===== config.mk =====
export PLATFORM = sky130hd
export DESIGN_NAME = uart_tx_scheduler
export DESIGN_NICKNAME = d
export VERILOG_FILES = /design/src/rtl/uart_pkg.sv /design/src/rtl/uart_rr_arbiter.sv /design/src/rtl/uart_tx_scheduler.sv
export SDC_FILE = /design/constraint.sdc
export NUM_CORES = 1
export LEC_CHECK = 0
export CORE_UTILIZATION = 35
export CTS_CLUSTER_DIAMETER = 50
export CTS_CLUSTER_SIZE = 24
export DETAILED_ROUTE_END_ITERATION = 8
export GPL_TIMING_DRIVEN = 0
export PLACE_DENSITY = 0.67
export SYNTH_ARGS = -nofsm -noshare
export SYNTH_HDL_FRONTEND = slang
export SYNTH_SLANG_ARGS = --single-unit

===== constraint.sdc =====
create_clock -name clk -period 3.75 [get_ports clk]
set_input_delay 0.375 -clock clk [delete_from_list [all_inputs] [get_ports clk]]
set_output_delay 0.375 -clock clk [all_outputs]
set_load 0.05 [all_outputs]

===== src/rtl/uart_pkg.sv =====
// Shared types and defaults for the UART transmit scheduler.
package uart_pkg;

  typedef enum logic [1:0] {
    S_IDLE      = 2'd0,
    S_LOAD      = 2'd1,
    S_WAIT_BUSY = 2'd2,
    S_WAIT_DONE = 2'd3
  } state_t;

  localparam int BYTE_W          = 8;
  localparam int DEF_NUM_REQ     = 4;
  localparam int DEF_TIMEOUT_CYC = 16;
  localparam int DEF_MAX_BURST   = 8;

endpackage


===== src/rtl/uart_rr_arbiter.sv =====
// Combinational round-robin search: first valid requester at or after ptr, wrapping.
module uart_rr_arbiter #(
  parameter int NUM_REQ = 4
) (
  input  logic [NUM_REQ-1:0]         valid,
  input  logic [$clog2(NUM_REQ)-1:0] ptr,
  output logic [NUM_REQ-1:0]         gnt,
  output logic [$clog2(NUM_REQ)-1:0] idx,
  output logic                       any
);

  localparam int W = $clog2(NUM_REQ);

  always_comb begin
    int j;
    j   = 0;
    gnt = '0;
    idx = '0;
    any = 1'b0;
    for (int k = 0; k < NUM_REQ; k++) begin
      j = int'(ptr) + k;
      if (j >= NUM_REQ) j = j - NUM_REQ;
      if (!any && valid[j]) begin
        any    = 1'b1;
        idx    = W'(j);
        gnt[j] = 1'b1;
      end
    end
  end

endmodule


===== src/rtl/uart_tx_scheduler.sv =====
// Round-robin scheduler sharing one UART transmitter among NUM_REQ byte sources.
// Optional burst hold per requester is compiled in with UART_TX_SCHED_BURST_EN.
//
// state       | meaning
// S_IDLE      | no frame in flight; grant when enabled, requested and tx idle
// S_LOAD      | one-cycle tx_wr_en strobe with the latched byte
// S_WAIT_BUSY | waiting for tx_busy to rise, bounded by TIMEOUT_CYC
// S_WAIT_DONE | frame in progress, waiting for tx_busy to fall
module uart_tx_scheduler import uart_pkg::*; #(
  parameter int NUM_REQ     = DEF_NUM_REQ,
  parameter int TIMEOUT_CYC = DEF_TIMEOUT_CYC
`ifdef UART_TX_SCHED_BURST_EN
  , parameter int MAX_BURST = DEF_MAX_BURST
`endif
) (
  input  logic                        clk,
  input  logic                        rst_n,
  input  logic                        en,
  input  logic [NUM_REQ-1:0]          req_valid,
  input  logic [BYTE_W*NUM_REQ-1:0]   req_data,
`ifdef UART_TX_SCHED_BURST_EN
  input  logic [NUM_REQ-1:0]          req_last,
`endif
  output logic [NUM_REQ-1:0]          req_ready,
  output logic [BYTE_W-1:0]           tx_din,
  output logic                        tx_wr_en,
  output logic                        tx_clken,
  input  logic                        tx_busy,
  output logic [$clog2(NUM_REQ)-1:0]  grant_id,
  output logic                        sched_busy,
  output logic                        timeout_err
);

  localparam int W     = $clog2(NUM_REQ);
  localparam int CNT_W = $clog2(TIMEOUT_CYC + 1);

  state_t             state, state_nxt;
  logic [W-1:0]       ptr;
  logic [CNT_W-1:0]   cnt;
  logic               cnt_clr, cnt_inc, grant_take;
  logic [NUM_REQ-1:0] arb_gnt, win_onehot;
  logic [W-1:0]       arb_idx, win_idx, ptr_adv;
  logic               arb_any, win_any;

  uart_rr_arbiter #(.NUM_REQ(NUM_REQ)) u_arb (
    .valid (req_valid),
    .ptr   (ptr),
    .gnt   (arb_gnt),
    .idx   (arb_idx),
    .any   (arb_any)
  );

`ifdef UART_TX_SCHED_BURST_EN
  localparam int BCNT_W = $clog2(MAX_BURST + 1);
  logic              hold;
  logic [BCNT_W-1:0] burst_cnt;

  // While a burst is held only the owner is eligible; everyone else waits.
  always_comb begin
    if (hold) begin
      win_any    = req_valid[grant_id];
      win_idx    = grant_id;
      win_onehot = NUM_REQ'(1) << grant_id;
    end else begin
      win_any    = arb_any;
      win_idx    = arb_idx;
      win_onehot = arb_gnt;
    end
  end
`else
  assign win_any    = arb_any;
  assign win_idx    = arb_idx;
  assign win_onehot = arb_gnt;
`endif

  assign ptr_adv = (win_idx == W'(NUM_REQ - 1)) ? '0 : win_idx + 1'b1;

  always_comb begin
    state_nxt   = state;
    req_ready   = '0;
    tx_wr_en    = 1'b0;
    tx_clken    = 1'b0;
    timeout_err = 1'b0;
    cnt_clr     = 1'b0;
    cnt_inc     = 1'b0;
    grant_take  = 1'b0;
    sched_busy  = (state != S_IDLE);
    case (state)
      S_IDLE: begin
        // rst_n gate keeps req_ready low while reset is held.
        if (rst_n && en && win_any && !tx_busy) begin
          grant_take = 1'b1;
          req_ready  = win_onehot;
          state_nxt  = S_LOAD;
        end
      end
      S_LOAD: begin
        tx_wr_en  = 1'b1;
        tx_clken  = 1'b1;
        cnt_clr   = 1'b1;
        state_nxt = S_WAIT_BUSY;
      end
      S_WAIT_BUSY: begin
        tx_clken = 1'b1;
        if (tx_busy) begin
          state_nxt = S_WAIT_DONE;
        end else if (cnt == CNT_W'(TIMEOUT_CYC)) begin
          timeout_err = 1'b1;
          tx_clken    = 1'b0;
          state_nxt   = S_IDLE;
        end else begin
          cnt_inc = 1'b1;
        end
      end
      S_WAIT_DONE: begin
        tx_clken = 1'b1;
        if (!tx_busy) state_nxt = S_IDLE;
      end
      default: state_nxt = S_IDLE;
    endcase
  end

  always_ff @(posedge clk or negedge rst_n) begin
    if (!rst_n) begin
      state     <= S_IDLE;
      ptr       <= '0;
      cnt       <= '0;
      tx_din    <= '0;
      grant_id  <= '0;
`ifdef UART_TX_SCHED_BURST_EN
      hold      <= 1'b0;
      burst_cnt <= '0;
`endif
    end else begin
      state <= state_nxt;
      if (cnt_clr)      cnt <= '0;
      else if (cnt_inc) cnt <= cnt + 1'b1;
      if (grant_take) begin
        tx_din   <= req_data[win_idx*BYTE_W +: BYTE_W];
        grant_id <= win_idx;
`ifdef UART_TX_SCHED_BURST_EN
        if (!req_last[win_idx] && ((burst_cnt + 1'b1) < BCNT_W'(MAX_BURST))) begin
          hold      <= 1'b1;
          burst_cnt <= burst_cnt + 1'b1;
        end else begin
          hold      <= 1'b0;
          burst_cnt <= '0;
          ptr       <= ptr_adv;
        end
`else
        ptr <= ptr_adv;
`endif
      end
    end
  end

endmodule

==> impl_metrics.json <==
{
  "status": "finished with violations",
  "violations": "DRC",
  "synth_top_cell_area_share_pct": 28.5,
  "synth_cell_types": 52,
  "clk-insertion-delay-late_ns": 0.26,
  "period_minus_slack_ns": 3.56,
  "fin_tns_setup_ns": 0,
  "slew_viol_final": 0,
  "max_stage_delay_ns": 0.66,
  "min_path_type": "reg2reg",
  "multi_input_area_um2": 1090,
  "crit_top_cell": "buf_6",
  "placed_area_um2": 2280,
  "synth_most_common_cell": "dfrtp_1",
  "synth_area_leader_cell": "dfrtp_1",
  "hold_violations": 0,
  "arrival_ns": 3.19,
  "route.detailed.vias_per_inst": 5.46,
  "grt_overflow": 0,
  "synth-main-ff-cell": "dfrtp_1",
  "intPower_uw": 914,
  "ys_top_cells_by_area": "dfrtp_1, mux4_2, ha_1, nor2_1, nand2_1",
  "fillers": 434,
  "power_frac_clock_pct": 8.0,
  "holdWs_ns": 0.476,
  "synth_edf_count": 0,
  "std_cell_rows": 24,
  "fin_nets": 293,
  "grt_pass1_wl_mm": 6.96,
  "syn_area_um2": 1670,
  "grt_max_degree": 21,
  "ys_warn_count": 0,
  "leakagePower_nw": 0.940,
  "ys_top_cells_by_count": "dfrtp_1, nor2_1, nand2_1",
  "synth_cells": 188,
  "ys_async_sr_fraction_pct": 100,
  "ys_ff_latch": 19,
  "path_max_fanout": 19,
  "rsz0062_at_grt": "false",
  "register_area_um2": 475,
  "drt_iter0_markers": 68,
  "core_area_um2": 4470,
  "n_antenna_cell": 0,
  "antenna_found_initial": 0,
  "clockRootBuffer": "clkbuf_8",
  "dieArea_um2": 5050,
  "syn_area_per_cell_um2": 8.88,
  "start_kind": "flop",
  "vdd.ir_drop.worst_mv": 0.386,
  "die_w_um": 71.1,
  "initial_core_util_pct": 37.3,
  "grt_use_total_pct": 17.4,
  "fmax_mhz": 281,
  "drtAntennaViolNets": 0,
  "worstMarginPinSlew_ns": 0.873,
  "final_area_um2": 2330,
  "final_layout_size_suffix_gt1_share_pct": 12.6,
  "syn_nets": 234,
  "drt_first_pass_iters": 8,
  "via_count": 1626,
  "p_sw_share_pct": 50.0,
  "drcViolationCount": 2,
  "ys_seq_area_share_pct": 28.5,
  "critPathCaptureType": "output port",
  "io_buffers": 55,
  "finalClockSkew_ns": 0.00485,
  "crit_chain": "buf_6, buf_6, inv_1, ha_1, buf_2, mux4_2, nor2b_4, buf_6, a22oi_1, nor2_1, a221oi_1, nor2_1, clkdlybuf4s15_2",
  "final-setup-viol-count": 0,
  "cts_tree": "yes",
  "drv_cap": 0,
  "relSlewSlack_pct": 41.6,
  "seqPwrFrac_pct": 20.5,
  "htree_levels": 1,
  "p_per_area_nw_per_um2": 785,
  "clk_pin_slew_ns": 0.07,
  "grt_pass1_vias": 1492,
  "place_congestion": 0.775,
  "cp_num_buf_inv": 6,
  "cp_slowest_cell": "mux4_2",
  "path_class": "reg2out",
  "area_growth_pct": 39.7,
  "cts_buffer_depth": 2,
  "comb_power_share_pct": 71.6,
  "finalWirelength_mm": 4.22,
  "hpwl_mm": 3.29,
  "cts_inserted_buffers": 3,
  "io_pins": 58,
  "wl_per_cell_um": 14.2,
  "cpLargestDelayFamily": "buffers and inverters",
  "cts_sinks": 19,
  "die_h_um": 71.1,
  "post-route-period-util_pct": 95.1,
  "required_ns": 3.38,
  "net-switching-power_uw": 916
}
layer usage:
| metal | vias up | share of wire (%) | GRT usage [%] |
|---|---|---|---|
| li1 | 815 | - | - |
| met1 | 755 | 48 | 24.0 |
| met2 | 52 | 47 | 28.6 |
| met3 | 4 | 4.1 | 2.56 |
| met4 | 0 | 0.73 | 4.89 |
| met5 | - | 0 | 0 |
power groups by stage:
| stage | registers, mW | clock network, mW | logic (mW) |
|---|---|---|---|
| 6_report | 0.374 | 0.146 | 1.31 |
| 5_1_grt | 0.385 | 0.155 | 1.42 |
| 4_1_cts | 0.374 | 0.149 | 1.31 |
| 3_5_place_dp | 0.374 | 0 | 1.31 |
| 3_3_place_gp | 0.377 | 0 | 1.29 |
| 2_1_floorplan | 0.547 | 0 | 0.800 |
flip-flops by register name, indices dropped and copies added, names as in the netlist:
register / flops
grant_id: 2
tx_din: 8
cnt: 5
ptr: 2
state: 2
cell families after synthesis:
| group | after synthesis | synth area share (%) |
|---|---|---|
| AO/OA/AOI/OAI | 57 | 25.4 |
| XOR/XNOR | 3 | 1.57 |
| adder cells (fa/ha/maj) | 6 | 4.50 |
| buffers and inverters | 21 | 6.30 |
| flip-flops | 19 | 28.5 |
| multiplexers | 14 | 11.8 |
| AND/OR/NAND/NOR | 68 | 22.0 |
path summary, 6_finish.rpt:
path | startpoint | to | slack [ns] | cells past startpoint
max | ptr[0] | req_ready[1] | 0.19 | 13
min | cnt[4] | cnt[4] | 0.48 | 1
max reg2reg | ptr[0] | tx_din[3] | 0.77 | 11
min reg2reg | cnt[4] | cnt[4] | 0.48 | 1
max in group asynchronous | rst_n | cnt[3] | 2.60 | 1
min in group asynchronous | rst_n | ptr[0] | 0.61 | 1
worst register-to-register path: stages (launching register included):
cell and delay, ns:
dfrtp_1 0.41, buf_6 0.15, buf_6 0.18, inv_1 0.09, ha_1 0.27, buf_2 0.19
mux4_2 0.66, nor2b_4 0.15, buf_6 0.13, o21a_1 0.21, nor3_2 0.10, a221o_1 0.32
repair_timing:
| item | in CTS | in global routing |
|---|---|---|
| setup buffers | 0 | 0 |
| hold buffers | 0 | 0 |
| resized for setup | 12 | 0 |
| setup endpoints to repair | 4 | 0 |
metrics by stage:
step                setup slack [ns]  instances  util [%]  power [mW]
global route                 0.00417        298      52.1        1.96
CTS                            0.185        298      52.1        1.83
finish                         0.186        298      52.1        1.83
floorplan                      0.249        188         -        1.35
global placement              -0.257        295      51.1        1.67
detailed placement            -0.291        295      51.1        1.68
placed cells by master (no fill, tap or decap), types with 2 or more instances in the layout:
| cell type | count |
|---|---|
| mux2_1 | 3 |
| clkdlybuf4s15_2 | 4 |
| nand3_1 | 10 |
| o21ai_1 | 7 |
| nor2b_1 | 2 |
| nand2_1 | 15 |
| buf_6 | 3 |
| a21oi_1 | 8 |
| clkbuf_8 | 3 |
| a221o_1 | 4 |
| mux2i_1 | 5 |
| inv_1 | 11 |
| a22oi_1 | 4 |
| nor3b_1 | 2 |
| nor2b_4 | 2 |
| clkbuf_1 | 4 |
| a221oi_1 | 4 |
| clkdlybuf4s50_1 | 51 |
| nor4_1 | 2 |
| ha_1 | 6 |
| nor2_1 | 18 |
| dfrtp_1 | 19 |
| and3b_1 | 2 |
| o21a_1 | 2 |
| o21ai_0 | 11 |
| o221ai_2 | 2 |
| xnor2_1 | 2 |
| a32o_1 | 2 |
| nor3_1 | 4 |
| buf_2 | 2 |
| mux4_2 | 4 |
| o31a_1 | 2 |
| mux2_2 | 2 |
| nand2b_1 | 3 |
layout make-up:
cell class,instances,area share (%)
inverter,11,1.77
buffer,9,2.58
clock buffer,4,1.93
multi-input combinational,148,46.7
tap,52,2.79
timing repair buffer,55,23.8
sequential,19,20.4
Note: power is estimated with default switching activity, not from simulation.
